<file path="config.mk">
export PLATFORM = sky130hd
export DESIGN_NAME = dmem_port
export DESIGN_NICKNAME = d
export VERILOG_FILES = /design/src/rtl/dmem_port.sv
export SDC_FILE = /design/constraint.sdc
export NUM_CORES = 1
export LEC_CHECK = 0
export CAP_MARGIN = 30
export CORE_ASPECT_RATIO = 0.8
export CORE_MARGIN = 2
export CORE_UTILIZATION = 64
export DETAILED_ROUTE_END_ITERATION = 10
export DONT_BUFFER_PORTS = 1
export GPL_ROUTABILITY_DRIVEN = 0
export PLACE_DENSITY = 0.8
export SYNTH_ARGS = -nofsm -noshare
export SYNTH_HDL_FRONTEND = slang
export SYNTH_SLANG_ARGS = --single-unit
</file>
<file path="constraint.sdc">
create_clock -name clk -period 3.1 [get_ports clk]
set_input_delay 0.93 -clock clk [delete_from_list [all_inputs] [get_ports clk]]
set_output_delay 0.93 -clock clk [all_outputs]
set_load 0.05 [all_outputs]
</file>
<file path="src/rtl/dmem_port.sv">
// dmem_port: data-memory access stage between the memory pipeline register and
// writeback. It runs a request/grant/response handshake on the data bus, stalls
// the pipeline while an access is outstanding, and returns aligned load data or
// an exception code for one cycle in DONE.
//
// Optional feature: define DMEM_MISALIGN_EXC_EN to reject misaligned loads and
// stores with MISALIGN_EXC instead of issuing them. Without it, the load offset
// is truncated (half uses addr[1], word uses offset 0).

module dmem_port #(
    parameter int unsigned TIMEOUT_CYCLES = 255,
    parameter logic [7:0]  BUS_ERR_EXC    = 8'h85,
    parameter logic [7:0]  MISALIGN_EXC   = 8'h84
) (
    input  logic        clk,
    input  logic        rst_n,
    input  logic        clk_en,
    input  logic        flush,
    input  logic        bubble_in,
    input  logic        mem_re_in,
    input  logic [3:0]  mem_we_in,
    input  logic [31:0] addr_in,
    input  logic [31:0] store_data_in,
    input  logic [1:0]  ld_size_in,
    input  logic        ld_signed_in,
    input  logic [7:0]  exc_in,
    output logic        bus_req,
    output logic [3:0]  bus_we,
    output logic [31:0] bus_addr,
    output logic [31:0] bus_wdata,
    input  logic        bus_gnt,
    input  logic        bus_rvalid,
    input  logic [31:0] bus_rdata,
    input  logic        bus_err,
    output logic        stall,
    output logic [31:0] load_data_out,
    output logic        load_valid_out,
    output logic [7:0]  exc_out
);

    typedef enum logic [2:0] {
        IDLE  = 3'd0,
        REQ   = 3'd1,
        WAIT  = 3'd2,
        DONE  = 3'd3,
        DRAIN = 3'd4
    } state_t;

    // Saturation point of the outstanding-access counter.
    localparam logic [7:0] TO_LIMIT = 8'(TIMEOUT_CYCLES);

    state_t      state_q;
    state_t      state_d;
    logic [7:0]  cnt_q;
    logic [1:0]  lat_off;
    logic [1:0]  lat_size;
    logic        lat_sgn;

    logic        req_present;
    logic        start;
    logic        start_mis;
    logic        timeout;
    logic        is_store;

    // Control strobes decoded by the next-state logic.
    logic        launch;
    logic        req_drop;
    logic        done_load;
    logic        done_err;
    logic        done_mis;
    logic        clr_out;
    logic        cnt_clr;
    logic        counting;

    // Select the addressed byte/halfword and extend it to 32 bits.
    function automatic logic [31:0] align_load(input logic [31:0] rdata,
                                               input logic [1:0]  off,
                                               input logic [1:0]  size,
                                               input logic        sgn);
        logic [7:0]  b;
        logic [15:0] h;
        logic        ext;
        logic [31:0] res;
        case (off)
            2'd0:    b = rdata[7:0];
            2'd1:    b = rdata[15:8];
            2'd2:    b = rdata[23:16];
            default: b = rdata[31:24];
        endcase
        h = off[1] ? rdata[31:16] : rdata[15:0];
        case (size)
            2'd0: begin
                ext = sgn & b[7];
                res = {{24{ext}}, b};
            end
            2'd1: begin
                ext = sgn & h[15];
                res = {{16{ext}}, h};
            end
            default: begin
                ext = 1'b0;
                res = rdata;
            end
        endcase
        return res;
    endfunction

`ifdef DMEM_MISALIGN_EXC_EN
    // Stores must use a naturally aligned byte, half or word lane pattern;
    // loads must be aligned to their size.
    function automatic logic misaligned(input logic [3:0] we,
                                        input logic [1:0] size,
                                        input logic [1:0] off);
        logic bad;
        if (we != 4'b0000) begin
            case (we)
                4'b0001, 4'b0010, 4'b0100, 4'b1000,
                4'b0011, 4'b1100, 4'b1111: bad = 1'b0;
                default:                   bad = 1'b1;
            endcase
        end else begin
            case (size)
                2'd0:    bad = 1'b0;
                2'd1:    bad = off[0];
                default: bad = (off != 2'b00);
            endcase
        end
        return bad;
    endfunction

    assign start_mis = start && misaligned(mem_we_in, ld_size_in, addr_in[1:0]);
`else
    assign start_mis = 1'b0;
`endif

    assign req_present = !bubble_in && (exc_in == 8'h00) &&
                         (mem_re_in || (mem_we_in != 4'b0000));
    assign start       = (state_q == IDLE) && !flush && req_present;
    assign timeout     = (cnt_q >= (TO_LIMIT - 8'd1));
    assign is_store    = (bus_we != 4'b0000);
    assign counting    = (state_q == REQ) || (state_q == WAIT) || (state_q == DRAIN);

    assign stall = rst_n && (start || (state_q == REQ) || (state_q == WAIT) ||
                             ((state_q == DRAIN) && req_present));

    // State register.
    always_ff @(posedge clk or negedge rst_n) begin
        if (!rst_n) begin
            state_q <= IDLE;
        end else if (clk_en) begin
            state_q <= state_d;
        end
    end

    // Next-state and control strobes; flush outranks errors, errors outrank
    // grant/response.
    always_comb begin
        state_d   = state_q;
        launch    = 1'b0;
        req_drop  = 1'b0;
        done_load = 1'b0;
        done_err  = 1'b0;
        done_mis  = 1'b0;
        clr_out   = 1'b0;
        cnt_clr   = 1'b0;
        unique case (state_q)
            IDLE: begin
                if (flush) begin
                    clr_out = 1'b1;
                end else if (start_mis) begin
                    state_d  = DONE;
                    done_mis = 1'b1;
                end else if (start) begin
                    state_d = REQ;
                    launch  = 1'b1;
                    cnt_clr = 1'b1;
                end
            end
            REQ: begin
                if (flush) begin
                    state_d  = IDLE;
                    req_drop = 1'b1;
                    clr_out  = 1'b1;
                end else if (bus_err || timeout) begin
                    state_d  = DONE;
                    req_drop = 1'b1;
                    done_err = 1'b1;
                end else if (bus_gnt) begin
                    req_drop = 1'b1;
                    state_d  = is_store ? DONE : WAIT;
                end
            end
            WAIT: begin
                if (flush) begin
                    state_d  = DRAIN;
                    req_drop = 1'b1;
                    clr_out  = 1'b1;
                    cnt_clr  = 1'b1;
                end else if (bus_err || timeout) begin
                    state_d  = DONE;
                    done_err = 1'b1;
                end else if (bus_rvalid) begin
                    state_d   = DONE;
                    done_load = 1'b1;
                end
            end
            DONE: begin
                state_d = IDLE;
                clr_out = 1'b1;
            end
            DRAIN: begin
                if (flush) begin
                    state_d = IDLE;
                    clr_out = 1'b1;
                end else if (bus_rvalid || bus_err || timeout) begin
                    state_d = IDLE;
                end
            end
            default: begin
                state_d = IDLE;
                clr_out = 1'b1;
            end
        endcase
    end

    // Bus request registers and the latched load attributes.
    always_ff @(posedge clk or negedge rst_n) begin
        if (!rst_n) begin
            bus_req   <= 1'b0;
            bus_we    <= 4'b0000;
            bus_addr  <= 32'h0;
            bus_wdata <= 32'h0;
            lat_off   <= 2'b00;
            lat_size  <= 2'b00;
            lat_sgn   <= 1'b0;
        end else if (clk_en) begin
            if (launch) begin
                bus_req   <= 1'b1;
                bus_we    <= mem_we_in;
                bus_addr  <= {addr_in[31:2], 2'b00};
                bus_wdata <= store_data_in;
                lat_off   <= addr_in[1:0];
                lat_size  <= ld_size_in;
                lat_sgn   <= ld_signed_in;
            end else if (req_drop) begin
                bus_req <= 1'b0;
            end
        end
    end

    // Outstanding-access counter: cleared on launch and on drain entry,
    // saturating so it never wraps.
    always_ff @(posedge clk or negedge rst_n) begin
        if (!rst_n) begin
            cnt_q <= 8'd0;
        end else if (clk_en) begin
            if (cnt_clr) begin
                cnt_q <= 8'd0;
            end else if (counting && (cnt_q < TO_LIMIT)) begin
                cnt_q <= cnt_q + 8'd1;
            end
        end
    end

    // Writeback-facing result registers, nonzero only while in DONE.
    always_ff @(posedge clk or negedge rst_n) begin
        if (!rst_n) begin
            load_data_out  <= 32'h0;
            load_valid_out <= 1'b0;
            exc_out        <= 8'h00;
        end else if (clk_en) begin
            if (clr_out) begin
                load_data_out  <= 32'h0;
                load_valid_out <= 1'b0;
                exc_out        <= 8'h00;
            end else if (done_load) begin
                load_data_out  <= align_load(bus_rdata, lat_off, lat_size, lat_sgn);
                load_valid_out <= 1'b1;
                exc_out        <= 8'h00;
            end else if (done_err) begin
                load_data_out  <= 32'h0;
                load_valid_out <= 1'b0;
                exc_out        <= BUS_ERR_EXC;
            end else if (done_mis) begin
                load_data_out  <= 32'h0;
                load_valid_out <= 1'b0;
                exc_out        <= MISALIGN_EXC;
            end
        end
    end

endmodule

</file>
==> flow_metrics.tcl <==
set metrics [dict create \
    vias 3780 \
    grtUsageTotal 0.267 \
    fill_cells 594 \
    core_area_um2 9000 \
    vdd_ir_drop_max_v 0.000595 \
    ff_latch_area_um2 2930 \
    drt-total-wl_mm 13.4 \
    final_cells 591 \
    dp_cells 559 \
    grt_first_pass_wirelength_mm 20.5 \
    fin_crit_ps 3150 \
    avgSynthCellArea_um2 12.7 \
    status "complete, but fails checks" \
    root_buffer "clkbuf_16" \
    grt_overflow 0 \
    area_growth_pct 10.5 \
    start_util 0.652 \
    dpl-instance-area_um2 5820 \
    post_cts_buffers 0 \
    rows 31 \
    yosysTopAreaCell "dfrtp_1" \
    tightest_slew_ps 997 \
    leakagePower_nw 3.04 \
    antenna_cells 0 \
    ios 231 \
    rsz0062_at_grt "yes" \
    finalSetupViolCount 1 \
    power_density_nw_per_um2 634 \
    violations "setup timing" \
    cts_hold_buffers 0 \
    firstDrtPassIters 4 \
    final_hold_viol_count 0 \
    grt_pass1_vias 3814 \
    yosys-top-cells-area "dfrtp_1 (50%), mux2_4 (17%), a22o_1 (3.7%)" \
    syn_inst 463 \
    cts.path.max_buffers 2 \
    drive_gt1_frac 0.269 \
    yosysSeqAreaShare 0.499 \
    cts.sinks 117 \
    post-synth-top-count-cell "dfrtp_1" \
    htree_levels 4 \
    reg2reg_from "lat_off[0]" \
    ys_types 58 \
    synth_ff_type "dfrtp_1" \
    grt_max_degree 119 \
    period_share 1.02 \
    ys_ff_latch 117 \
    hold_path.class "input pin to asynchronous set/reset pin" \
    clock_latency_ps 400 \
    finalWorstSetupSlack_ps -54.0 \
    post-route-util 0.720 \
    dieArea_um2 9950 \
    synth_edf_count 0 \
    antenna_found_initial 0 \
    max_cap_viol_count 0 \
    syn_area_um2 5870 \
    dp_hpwl_mm 9.44 \
    synth_top_area_share 0.499 \
    numCtsBuffers 17 \
    required_ps 2170 \
    finalClockSkew_ps 5.87 \
    synth_warnings 0 \
    slew_viol_final 0 \
    synth_common_cells "dfrtp_1 (117), mux2_4 (67), nor2_1 (30)" \
    postRouteAntennaNets 0 \
    crit_fanout 2 \
    post_drt_wl_per_cell_um 22.7 \
    die_h_um 89.6 \
    cp-start-kind "input pin" \
    nNetsFinal 585 \
    crit_type "input pin to primary output" \
    cts_tree "done" \
    slew_headroom 0.331 \
    portBuffers 0 \
    die_x_um 111 \
    startpoint "exc_in[4]" \
    post-route-cell-area_um2 6480 \
    end_kind "primary output" \
    vias_per_cell 6.40 \
    dr.first_iter.drc_count 290 \
    drc_errors 0 \
    asyncSetResetFlopFracSynth 1.00 \
    worst_ep_arrival_time_ps 2220 \
    max_freq_ghz 0.317 \
    clk_pin_slew_worst_paths_ps 50 \
    multiInputGateArea_um2 2610 \
]
-- state kept, by name (all words and copies together) (netlist names), 2 cells and up --
signal	flops
lat_off	2
load_data_out	32
cnt_q	8
bus_we	4
bus_addr	30
state_q	3
bus_wdata	32
lat_size	2
-- where the power goes --
part           switching [mW]  leakage [nW]  internal (mW)
registers               0.125          1.62           1.57
logic                   0.174          1.11          0.111
clock network           0.682         0.305           1.44
total                   0.980          3.04           3.13
-- per-layer routing --
metal	GRT usage	part of all wire
met2	0.426	0.49
met3	0.108	0.10
met1	0.326	0.39
met5	0	0
met4	0.129	0.018
-- critical path, cell delays in order --
cell and delay, ps:
or4_4 530, nor3_4 150, nand3_2 120, o32ai_2 220, and2_4 270
-- path summary, 6_finish.rpt --
check	endpoint	slack (ps)	cells after the start
setup / recovery	stall	-50	5
hold / removal	bus_wdata[19]	220	0
setup reg to reg	load_data_out[16]	570	5
hold reg to reg	cnt_q[7]	580	2
max in group asynchronous	cnt_q[1]	2760	0
min in group clk	cnt_q[7]	580	2
-- per-stage QoR --
stage                     hold slack [ps]  setup TNS, ps  setup slack [ps]  power (mW)
after global routing                  205           -141              -141        4.23
final                                 223          -54.0             -54.0        4.11
after floorplan                       530              0              3.98        1.96
after detailed placement              558          -88.9             -88.9        2.00
after CTS                             206          -46.8             -46.8        4.13
after global placement                557          -45.4             -45.4        1.99
-- layout by cell type, fill, tap and decap left out, types with 2 or more instances in the layout --
master / n
o2bb2ai_1: 8
conb_1: 7
dfrtp_1: 117
o22ai_1: 8
nor2_1: 30
a22oi_1: 7
mux2_2: 4
o21ai_0: 12
nand3_1: 6
a221oi_1: 2
a21o_1: 3
ha_1: 2
nand2b_1: 21
clkbuf_16: 17
mux2i_1: 8
nand4_1: 3
mux2_4: 67
a22o_1: 25
nor3_1: 8
bufinv_16: 5
nand2_1: 28
clkinvlp_4: 4
buf_4: 10
inv_1: 15
nor4_1: 2
nor2b_1: 2
clkinv_2: 3
a21oi_1: 4
o2111ai_1: 7
a221o_1: 2
xnor2_1: 7
-- cell type report --
cell class              instances  share of cell area
clock inverters                13              0.0315
clock buffers                  19              0.0683
multi-input cells             301               0.403
well taps                     115              0.0222
flip-flops and latches        117               0.452
repair buffers                 11              0.0147
inverters                      15             0.00869
-- timing repair --
action | in CTS | in global routing
pin swaps | 2 | 1
cloned | 0 | 0
endpoints found under the setup margin | 1 | 1
gates resized for setup | 3 | 0
-- kinds of logic (layout without fill, tap and decap cells) --
logic type / Yosys count / after routing / synth area share
xor gates and xnor gates: 7 / 7 / 0.0105
AOI/OAI and AO/OA: 90 / 90 / 0.124
and+or+nand+nor: 115 / 115 / 0.103
adders and majority gates: 3 / 3 / 0.00597
other: 1 / 7 / 0.000639
muxes: 79 / 79 / 0.193
DFF: 117 / 117 / 0.499
buffers and inverters: 51 / 58 / 0.0633
(Power assumes the default switching activity.)
